**src/rtl/rx_uart.sv**
```systemverilog
// ---------------------------------------------------------------------------
// rx_uart -- 8N1 serial receiver with run-time selectable baud rate.
//
// Parameters:
//   CLK_FREQ  system clock frequency in Hz (bit divisor = CLK_FREQ / baud)
//
// Ports:
//   clk       system clock, all state changes on the rising edge
//   rst_n     asynchronous reset, active HIGH despite the name
//   rx        asynchronous serial input, idle high
//   baud_sel  0..7 -> 9600, 19200, 38400, 57600, 115200, 230400, 460800, 921600
//   valid     one-cycle pulse when a byte with a good stop bit has arrived
//   data      last correctly received byte, held between pulses
// ---------------------------------------------------------------------------
module rx_uart #(
    parameter int CLK_FREQ = 50_000_000
) (
    input  logic       clk,
    input  logic       rst_n,
    input  logic       rx,
    input  logic [2:0] baud_sel,
    output logic       valid,
    output logic [7:0] data
);

    // The slowest rate sets the counter width so a bit period never wraps.
    localparam int MAX_DIV = CLK_FREQ / 9600;
    localparam int CW      = $clog2(MAX_DIV + 1);

    function automatic int baud_rate(input int idx);
        case (idx)
            0:       baud_rate = 9600;
            1:       baud_rate = 19200;
            2:       baud_rate = 38400;
            3:       baud_rate = 57600;
            4:       baud_rate = 115200;
            5:       baud_rate = 230400;
            6:       baud_rate = 460800;
            default: baud_rate = 921600;
        endcase
    endfunction

    // Divisor lookup, all entries are elaboration-time constants.
    logic [CW-1:0] div_table [8];

    generate
        for (genvar gi = 0; gi < 8; gi++) begin : g_div
            localparam int DIV = CLK_FREQ / baud_rate(gi);
            assign div_table[gi] = CW'(DIV);
        end
    endgenerate

    typedef enum logic [2:0] {
        IDLE,
        START,
        DATA,
        STOP,
        WAIT_IDLE
    } state_t;

    state_t        state_reg;
    logic          rx_meta_reg;
    logic          rx_sync_reg;
    logic          rx_prev_reg;
    logic [2:0]    sel_reg;
    logic [CW-1:0] cnt_reg;
    logic [2:0]    bit_cnt_reg;
    logic [7:0]    shift_reg;
    logic          valid_reg;
    logic [7:0]    data_reg;

    // div_new uses the live select because it is latched in the same cycle
    // the start edge is seen; everything after that uses the latched copy.
    logic [CW-1:0] div_cur;
    logic [CW-1:0] div_new;

    assign div_cur = div_table[sel_reg];
    assign div_new = div_table[baud_sel];

    always_ff @(posedge clk or posedge rst_n) begin
        if (rst_n) begin
            state_reg   <= IDLE;
            rx_meta_reg <= 1'b1;
            rx_sync_reg <= 1'b1;
            rx_prev_reg <= 1'b1;
            sel_reg     <= 3'd0;
            cnt_reg     <= '0;
            bit_cnt_reg <= 3'd0;
            shift_reg   <= 8'h00;
            valid_reg   <= 1'b0;
            data_reg    <= 8'h00;
        end else begin
            rx_meta_reg <= rx;
            rx_sync_reg <= rx_meta_reg;
            rx_prev_reg <= rx_sync_reg;
            valid_reg   <= 1'b0;

            case (state_reg)
                IDLE: begin
                    if (rx_prev_reg && !rx_sync_reg) begin
                        sel_reg     <= baud_sel;
                        bit_cnt_reg <= 3'd0;
                        // Count to the middle of the start bit.
                        cnt_reg     <= (div_new >> 1) - CW'(1);
                        state_reg   <= START;
                    end
                end

                START: begin
                    if (cnt_reg == '0) begin
                        if (!rx_sync_reg) begin
                            cnt_reg   <= div_cur - CW'(1);
                            state_reg <= DATA;
                        end else begin
                            // Line went back high: a glitch, not a start bit.
                            state_reg <= IDLE;
                        end
                    end else begin
                        cnt_reg <= cnt_reg - CW'(1);
                    end
                end

                DATA: begin
                    if (cnt_reg == '0) begin
                        // LSB arrives first, so shift in from the top.
                        shift_reg <= {rx_sync_reg, shift_reg[7:1]};
                        cnt_reg   <= div_cur - CW'(1);
                        if (bit_cnt_reg == 3'd7) begin
                            state_reg <= STOP;
                        end else begin
                            bit_cnt_reg <= bit_cnt_reg + 3'd1;
                        end
                    end else begin
                        cnt_reg <= cnt_reg - CW'(1);
                    end
                end

                STOP: begin
                    if (cnt_reg == '0) begin
                        if (rx_sync_reg) begin
                            data_reg  <= shift_reg;
                            valid_reg <= 1'b1;
                            state_reg <= IDLE;
                        end else begin
                            // Framing error: drop the byte, wait for idle line.
                            state_reg <= WAIT_IDLE;
                        end
                    end else begin
                        cnt_reg <= cnt_reg - CW'(1);
                    end
                end

                WAIT_IDLE: begin
                    if (rx_sync_reg) begin
                        state_reg <= IDLE;
                    end
                end

                default: state_reg <= IDLE;
            endcase
        end
    end

    assign valid = valid_reg;
    assign data  = data_reg;

endmodule

```
**config.mk**
```make
export PLATFORM = sky130hd
export DESIGN_NAME = rx_uart
export DESIGN_NICKNAME = d
export VERILOG_FILES = /design/src/rtl/rx_uart.sv
export SDC_FILE = /design/constraint.sdc
export NUM_CORES = 1
export LEC_CHECK = 0
export ABC_AREA = 1
export BUFFER_PORTS_ARGS = -buffer_cell sky130_fd_sc_hd__buf_2
export CAP_MARGIN = 30
export CELL_PAD_IN_SITES_DETAIL_PLACEMENT = 1
export CELL_PAD_IN_SITES_GLOBAL_PLACEMENT = 1
export CORE_MARGIN = 2
export CORE_UTILIZATION = 40
export DETAILED_ROUTE_END_ITERATION = 8
export PLACE_DENSITY_LB_ADDON = 0.1
export SLEW_MARGIN = 20
export SYNTH_ARGS = -nofsm -noshare
export SYNTH_HDL_FRONTEND = slang
export SYNTH_SLANG_ARGS = --single-unit
```
**constraint.sdc**
```tcl
create_clock -name clk -period 2 [get_ports clk]
set_clock_uncertainty 0.2 [all_clocks]
set_input_delay 0.2 -clock clk [delete_from_list [all_inputs] [get_ports clk]]
set_output_delay 0.2 -clock clk [all_outputs]
set_load 0.05 [all_outputs]
```
======== Yosys cells after proc, flatten, opt, wreduce, memory -nomap -nowiden ========
Memory sizes are Yosys's and may differ from the RTL's.
Cells that the tools add are included.
operators by class
  bitwise operators ....................... 2
  mux-type cells .......................... 26
  reductions and logical operators ........ 12
  $add $sub $neg .......................... 4
  equality and inequality tests ........... 14
  magnitude comparators ................... 2
operators with widths
  cell                                                                   count
  13-bit two-way mux                                                     9
  13-bit one-hot mux with 4 select lines                                 1
  3-bit two-way mux                                                      10
  13-bit by 1-bit subtractor with 13-bit output (second input constant)  2
  2-bit inequality test (second input constant)                          8
  3-bit one-hot mux with 5 select lines                                  1
  13-bit logical NOT                                                     1
  12-bit by 1-bit subtractor with 13-bit output (second input constant)  1
  4-bit greater-or-equal comparator (second input constant)              2
  3-bit NOT with 4-bit output                                            2
  4-bit AND reduction                                                    2
  3-bit by 2-bit == test with 1-bit output (second input constant)       2
  3-bit == test (second input constant)                                  2
  3-bit one-hot mux with 2 select lines                                  1
  6-bit AND reduction                                                    1
  2-bit AND reduction                                                    2
  4-bit nonzero test                                                     1
  3-bit by 1-bit adder with 3-bit output (second input constant)         1
  3-bit by 1-bit == test with 1-bit output (second input constant)       1
  3-bit logical NOT                                                      1
  1-bit two-way mux                                                      3
  3-bit inequality test (second input constant)                          1
  3-bit AND reduction                                                    1
  2-bit two-way mux                                                      1
  other kinds (3)                                                        3
word-level totals
  output and inout port bits .............. 9
  word-level logic and storage cells ...... 72
  memories ................................ 2
  register bits ........................... 42
  ROM bits ................................ 208
memories
  name             words  width  rd ports  clocked after memory_dff  wr ports  RTL line  text
  (no name shown)  8      13     1         0                         0         78        assign div_new = div_table[baud_sel];
  (no name shown)  8      13     1         0                         0         77        assign div_cur = div_table[sel_reg];

======== Depth between registers and ports, before layout ========
  word-level depth ........................ 8
  depth in mapped cells ................... 14
  depth with buffers taken out ............ 14

======== Worst setup path after synthesis ========
OpenSTA, ideal clock, no wires.
  path kind ............................... reg-to-reg
  start ................................... register sel_reg[0]
  end ..................................... register cnt_reg[2]
  cell stages (with the launch flop) ...... 14
  path buffers ............................ 0
  arrival ................................. 1.831 ns
  slack ................................... -0.095 ns
  setup time .............................. 0.065 ns
  cells stage by stage .................... dfrtp_1 inv_1 ha_1 inv_1 nand2_1 o21ai_0 inv_1 ha_1 or2_2 nand3_1 nand2_1 nand3_1 nand2_1 nand2_1
between the ends
  cells in the longest elaborated chain, start to end .. 8
  elaborated cells on any way between the ends .. 9
  classes of those cells .................. add/sub (1); mux (6); bitwise (1); memory (1)
ends and longest elaborated chain
  item                                                        RTL line  text
  from (decl)                                                 65        logic [2:0] sel_reg;
  from (signal assigned)                                      101       sel_reg <= baud_sel;
  3-bit NOT with 4-bit output (not written as such) (*)       77
  memory 8 x 13 bit (*)                                       --
  13-bit two-way mux (not written as such) (*) (2 in series)  77
  13-bit by 1-bit subtractor with 13-bit output (*)           112, 127
  13-bit two-way mux                                          111       if (!rx_sync_reg) begin
  13-bit two-way mux                                          110       if (cnt_reg == '0) begin
  13-bit one-hot mux with 4 select lines (*)                  98        case (state_reg)
  to (signal assigned)                                        104       cnt_reg <= (div_new >> 1) - CW'(1);
  to (signal assigned)                                        112       cnt_reg <= div_cur - CW'(1);
  to (signal assigned)                                        127       cnt_reg <= div_cur - CW'(1);
  to (decl)                                                   66        logic [CW-1:0] cnt_reg;
Mark *: on every way between the ends. The rest lies on a longest branch, timed or not. The select of a mux whose other input is x is not followed.
A chain may end at the register's enable or synchronous reset.

======== Worst setup path after layout ========
  start ................................... register cnt_reg[10]
  end ..................................... register cnt_reg[10]
between the ends
  cells in the longest elaborated chain, start to end .. 3
  elaborated cells on any way between the ends .. 9
  classes of those cells .................. add/sub (1); eq/ne (2); mux (4); reduce/logical (2)
ends and longest elaborated chain
  item                                                                                        RTL line  text
  from (signal assigned)                                                                      104
  from (signal assigned)                                                                      112
  from (signal assigned)                                                                      119       cnt_reg <= cnt_reg - CW'(1);
  13-bit by 1-bit subtractor with 13-bit output / 13-bit logical NOT (equally long branches)  --
  13-bit two-way mux (tied with other cells)                                                  139       if (cnt_reg == '0) begin
  13-bit one-hot mux with 4 select lines / 4-bit AND reduction (equally long branches)        --
Parallel ways exist; a longest one is shown, timed or not. The select of a mux whose other input is x is not followed.

==> flow_summary.json <==
{
  "status": "finished with violations",
  "violations": "setup timing",
  "crit_fanout": 9,
  "clock-sinks": 42,
  "fp.dieH_um": 90.9,
  "wire_per_inst_um": 16.0,
  "drt_wl_total_um": 9720,
  "syn_area_per_cell_um2": 6.77,
  "synth_area_um2": 3020,
  "grt_pass1_vias": 3196,
  "max-vdd-ir-drop_uv": 553,
  "io_pins": 15,
  "max_freq_mhz": 498,
  "rsz0062_at_grt": "true",
  "period_share_pct": 100,
  "syn_to_final_growth_pct": 28.7,
  "synth-adder-area-share_pct": 5.80,
  "post-place-ws_ns": -0.0706,
  "crit_buf_inv": 1,
  "grt_pass1_wl_um": 15200,
  "final_antenna_net_count": 0,
  "viasPerCell": 5.03,
  "timing.hold.ws_ns": 0.114,
  "cp_slowest_cell": "dfrtp_1",
  "synthesis.nets": 466,
  "synth_mux_area_share_pct": 0,
  "nets": 527,
  "grt_antenna_before_repair": 0,
  "cts_tree": "built",
  "antenna_cells": 0,
  "setup_violations": 2,
  "leakagePower_nw": 1.99,
  "yosysWarnings": 0,
  "path_class": "reg -> reg",
  "drc": 0,
  "grt_max_degree": 28,
  "start_util_pct": 41.4,
  "pwr-share-seq_pct": 20.7,
  "swShare_pct": 48.3,
  "place_congestion": 0.887,
  "final.min_clock_period_ns": 2.01,
  "post-route-util_pct": 53.3,
  "clk_latency_ns": 0.31,
  "worst_slack_ns": -0.00924,
  "cp_common_cell": "nand2_1",
  "synthCells": 446,
  "core_area_um2": 7290,
  "hold_viol_final": 0,
  "die_x_um": 90.9,
  "worst_setup_path_end_kind": "flip-flop",
  "synth_cell_types": 32,
  "clk_pin_slew_ns": 0.10,
  "port_buffers": 14,
  "cts-root-buf": "clkbuf_8",
  "dieArea_um2": 8260,
  "cpPeakStageDelay_ns": 0.41,
  "crit_required_ns": 2.01,
  "drive_gt1_share_pct": 28.5,
  "drtPass1Iterations": 4,
  "rows": 31,
  "synth_top_family_by_area": "simple AND/OR/NAND/NOR gates",
  "htree_levels": 2,
  "clkPwrFrac_pct": 14.2,
  "tightest_slew_ns": 0.777,
  "drtIter0Drc": 158,
  "synth_compound_area_share_pct": 11.6,
  "cp-start-kind": "flip-flop",
  "hpwl_um": 6810,
  "p_sw_mw": 2.88,
  "yosys.area_share.simple_pct": 37.5,
  "cts_inserted_buffers": 5,
  "worstHoldPathType": "in -> reg",
  "path_cells": "nor2_2 > nand2_1 > nor2_4 > nand2_4 > buf_12 > nand2_1 > nand2_2 > nand2_1 > nand3_1 > nor2_1 > nor2_1",
  "vias": 3051,
  "cts_max_path_buffers": 2,
  "critPathTopFamily": "simple AND/OR/NAND/NOR gates",
  "crit_arrival_ns": 2.02,
  "grt_overflow_total": 0,
  "grtUsageTotal_pct": 23.0,
  "max-slew-margin-rel_pct": 47.9,
  "ys_ff_latch": 42,
  "synth_xor_xnor_area_share_pct": 0.580,
  "p_comb_share_pct": 65.0,
  "power_mw": 5.97,
  "largest_register_ff_count": 13,
  "slew_viol_final": 0,
  "p_int_mw": 3.09,
  "synth.yosys.seq_area_share_pct": 34.9,
  "cap_violations": 0,
  "powerDensity_nw_per_um2": 1540
}
Yosys cell counts (all sizes together):
master / count / area share [%]
nor2: 51 / 7.4
inv: 61 / 7.6
xor2: 1 / 0.29
a21oi: 14 / 2.4
dfrtp: 39 / 32
ha: 14 / 5.8
xnor2: 1 / 0.29
dfstp: 3 / 2.6
nand2: 156 / 20
nand4: 2 / 0.41
o21bai: 3 / 0.75
nand3: 46 / 7.6
o211ai: 1 / 0.25
or2: 5 / 1.0
nor3: 2 / 0.70
buf: 6 / 1.9
o21ai: 39 / 8.0
and2: 1 / 0.21
a21boi: 1 / 0.25
area by class of cell:
| type | count | area, µm² |
|---|---|---|
| fillers | 990 | 3410 |
| multi-input cells | 338 | 1860 |
| flip-flops and latches | 42 | 1060 |
| repair buffers | 59 | 470 |
| inverters | 61 | 234 |
| well taps | 99 | 124 |
| clock buffers | 5 | 68.8 |
| clock inverters | 3 | 68.8 |
cell usage in the layout (no fill, tap or decap), types with 2 or more instances in the layout:
| cell | Yosys | routed |
|---|---|---|
| nand2_1 | 149 | 139 |
| inv_1 | 54 | 45 |
| nor2_1 | 46 | 39 |
| dfrtp_1 | 39 | 38 |
| nand3_1 | 46 | 37 |
| buf_4 | 1 | 37 |
| o21ai_0 | 24 | 21 |
| buf_2 | 1 | 14 |
| nand2_2 | 6 | 13 |
| inv_2 | 7 | 13 |
| o21ai_2 | 12 | 12 |
| a21oi_1 | 13 | 11 |
| ha_1 | 14 | 11 |
| nor2_4 | 4 | 8 |
| nand3_2 | 0 | 8 |
| nor2_2 | 1 | 5 |
| o21ai_1 | 3 | 5 |
| clkbuf_8 | 0 | 5 |
| nand2_4 | 1 | 4 |
| buf_12 | 0 | 4 |
| o21bai_1 | 3 | 3 |
| a21oi_2 | 1 | 3 |
| dfstp_2 | 3 | 3 |
| inv_4 | 0 | 2 |
| or2_1 | 2 | 2 |
| nand4_1 | 2 | 2 |
| ha_4 | 0 | 2 |
| bufinv_16 | 0 | 2 |
| dlygate4sd3_1 | 0 | 2 |
| buf_6 | 4 | 2 |
timing repair:
action                     4_1_cts  5_1_grt
hold endpoints to repair        16        0
setup endpoints to repair        8       23
hold buffers                     2        0
buffers inserted                 3        8
cloned                           0        1
pin swaps                        3        9
gates resized for setup         10       45
worst register-to-register path, delay by kind of cell, from the launching register on:
family	cells	cell delay, ns
and+or+nand+nor	10	1.11
DFF	1	0.41
buffers and inverters	1	0.18
cells by family after synthesis:
logic type	after synthesis
DFF	42
buffers and inverters	67
AOI/OAI and AO/OA	58
and+or+nand+nor	263
adders and majority gates	14
xor gates and xnor gates	2
power by group through the flow:
stage | clock network, mW | logic (mW) | registers (mW)
2_1_floorplan | 0 | 2.07 | 1.22
3_5_place_dp | 0 | 3.11 | 1.24
5_1_grt | 0.889 | 4.32 | 1.27
4_1_cts | 0.871 | 3.25 | 1.24
6_report | 0.850 | 3.88 | 1.24
3_3_place_gp | 0 | 2.99 | 1.24
per-layer routing:
metal / part of all wire [%] / track usage [%] / wire length [µm]
met5: 0 / 0 / 0
met4: 2.1 / 7.20 / 200
met1: 44 / 28.1 / 4260
met2: 52 / 42.2 / 5030
met3: 2.3 / 2.59 / 224
metrics by stage:
step | cells | TNS (ns) | cell area [µm²]
4_1_cts | 598 | -0.0121 | 3650
5_1_grt | 607 | -0.812 | 3880
2_1_floorplan | 446 | 0 | 3030
3_3_place_gp | 585 | -0.00755 | 3450
6_report | 607 | -0.0158 | 3880
3_5_place_dp | 585 | -0.0706 | 3450
worst paths after layout:
path	startpoint	endpoint	slack, ns	cells after the start
max	cnt_reg[10]$_DFFE_PP0P_	cnt_reg[10]$_DFFE_PP0P_	-0.009	11
min	baud_sel[0]	sel_reg[0]$_DFFE_PP0P_	0.11	3
max reg2reg	cnt_reg[10]$_DFFE_PP0P_	cnt_reg[10]$_DFFE_PP0P_	-0.009	11
min reg2reg	rx_meta_reg$_DFF_PP1_	rx_sync_reg$_DFF_PP1_	0.16	0
max in group asynchronous	rst_n	rx_prev_reg$_DFF_PP1_	0.71	4
min in group asynchronous	rst_n	cnt_reg[5]$_DFFE_PP0P_	0.27	3
Note: power is estimated with default switching activity, not from simulation.
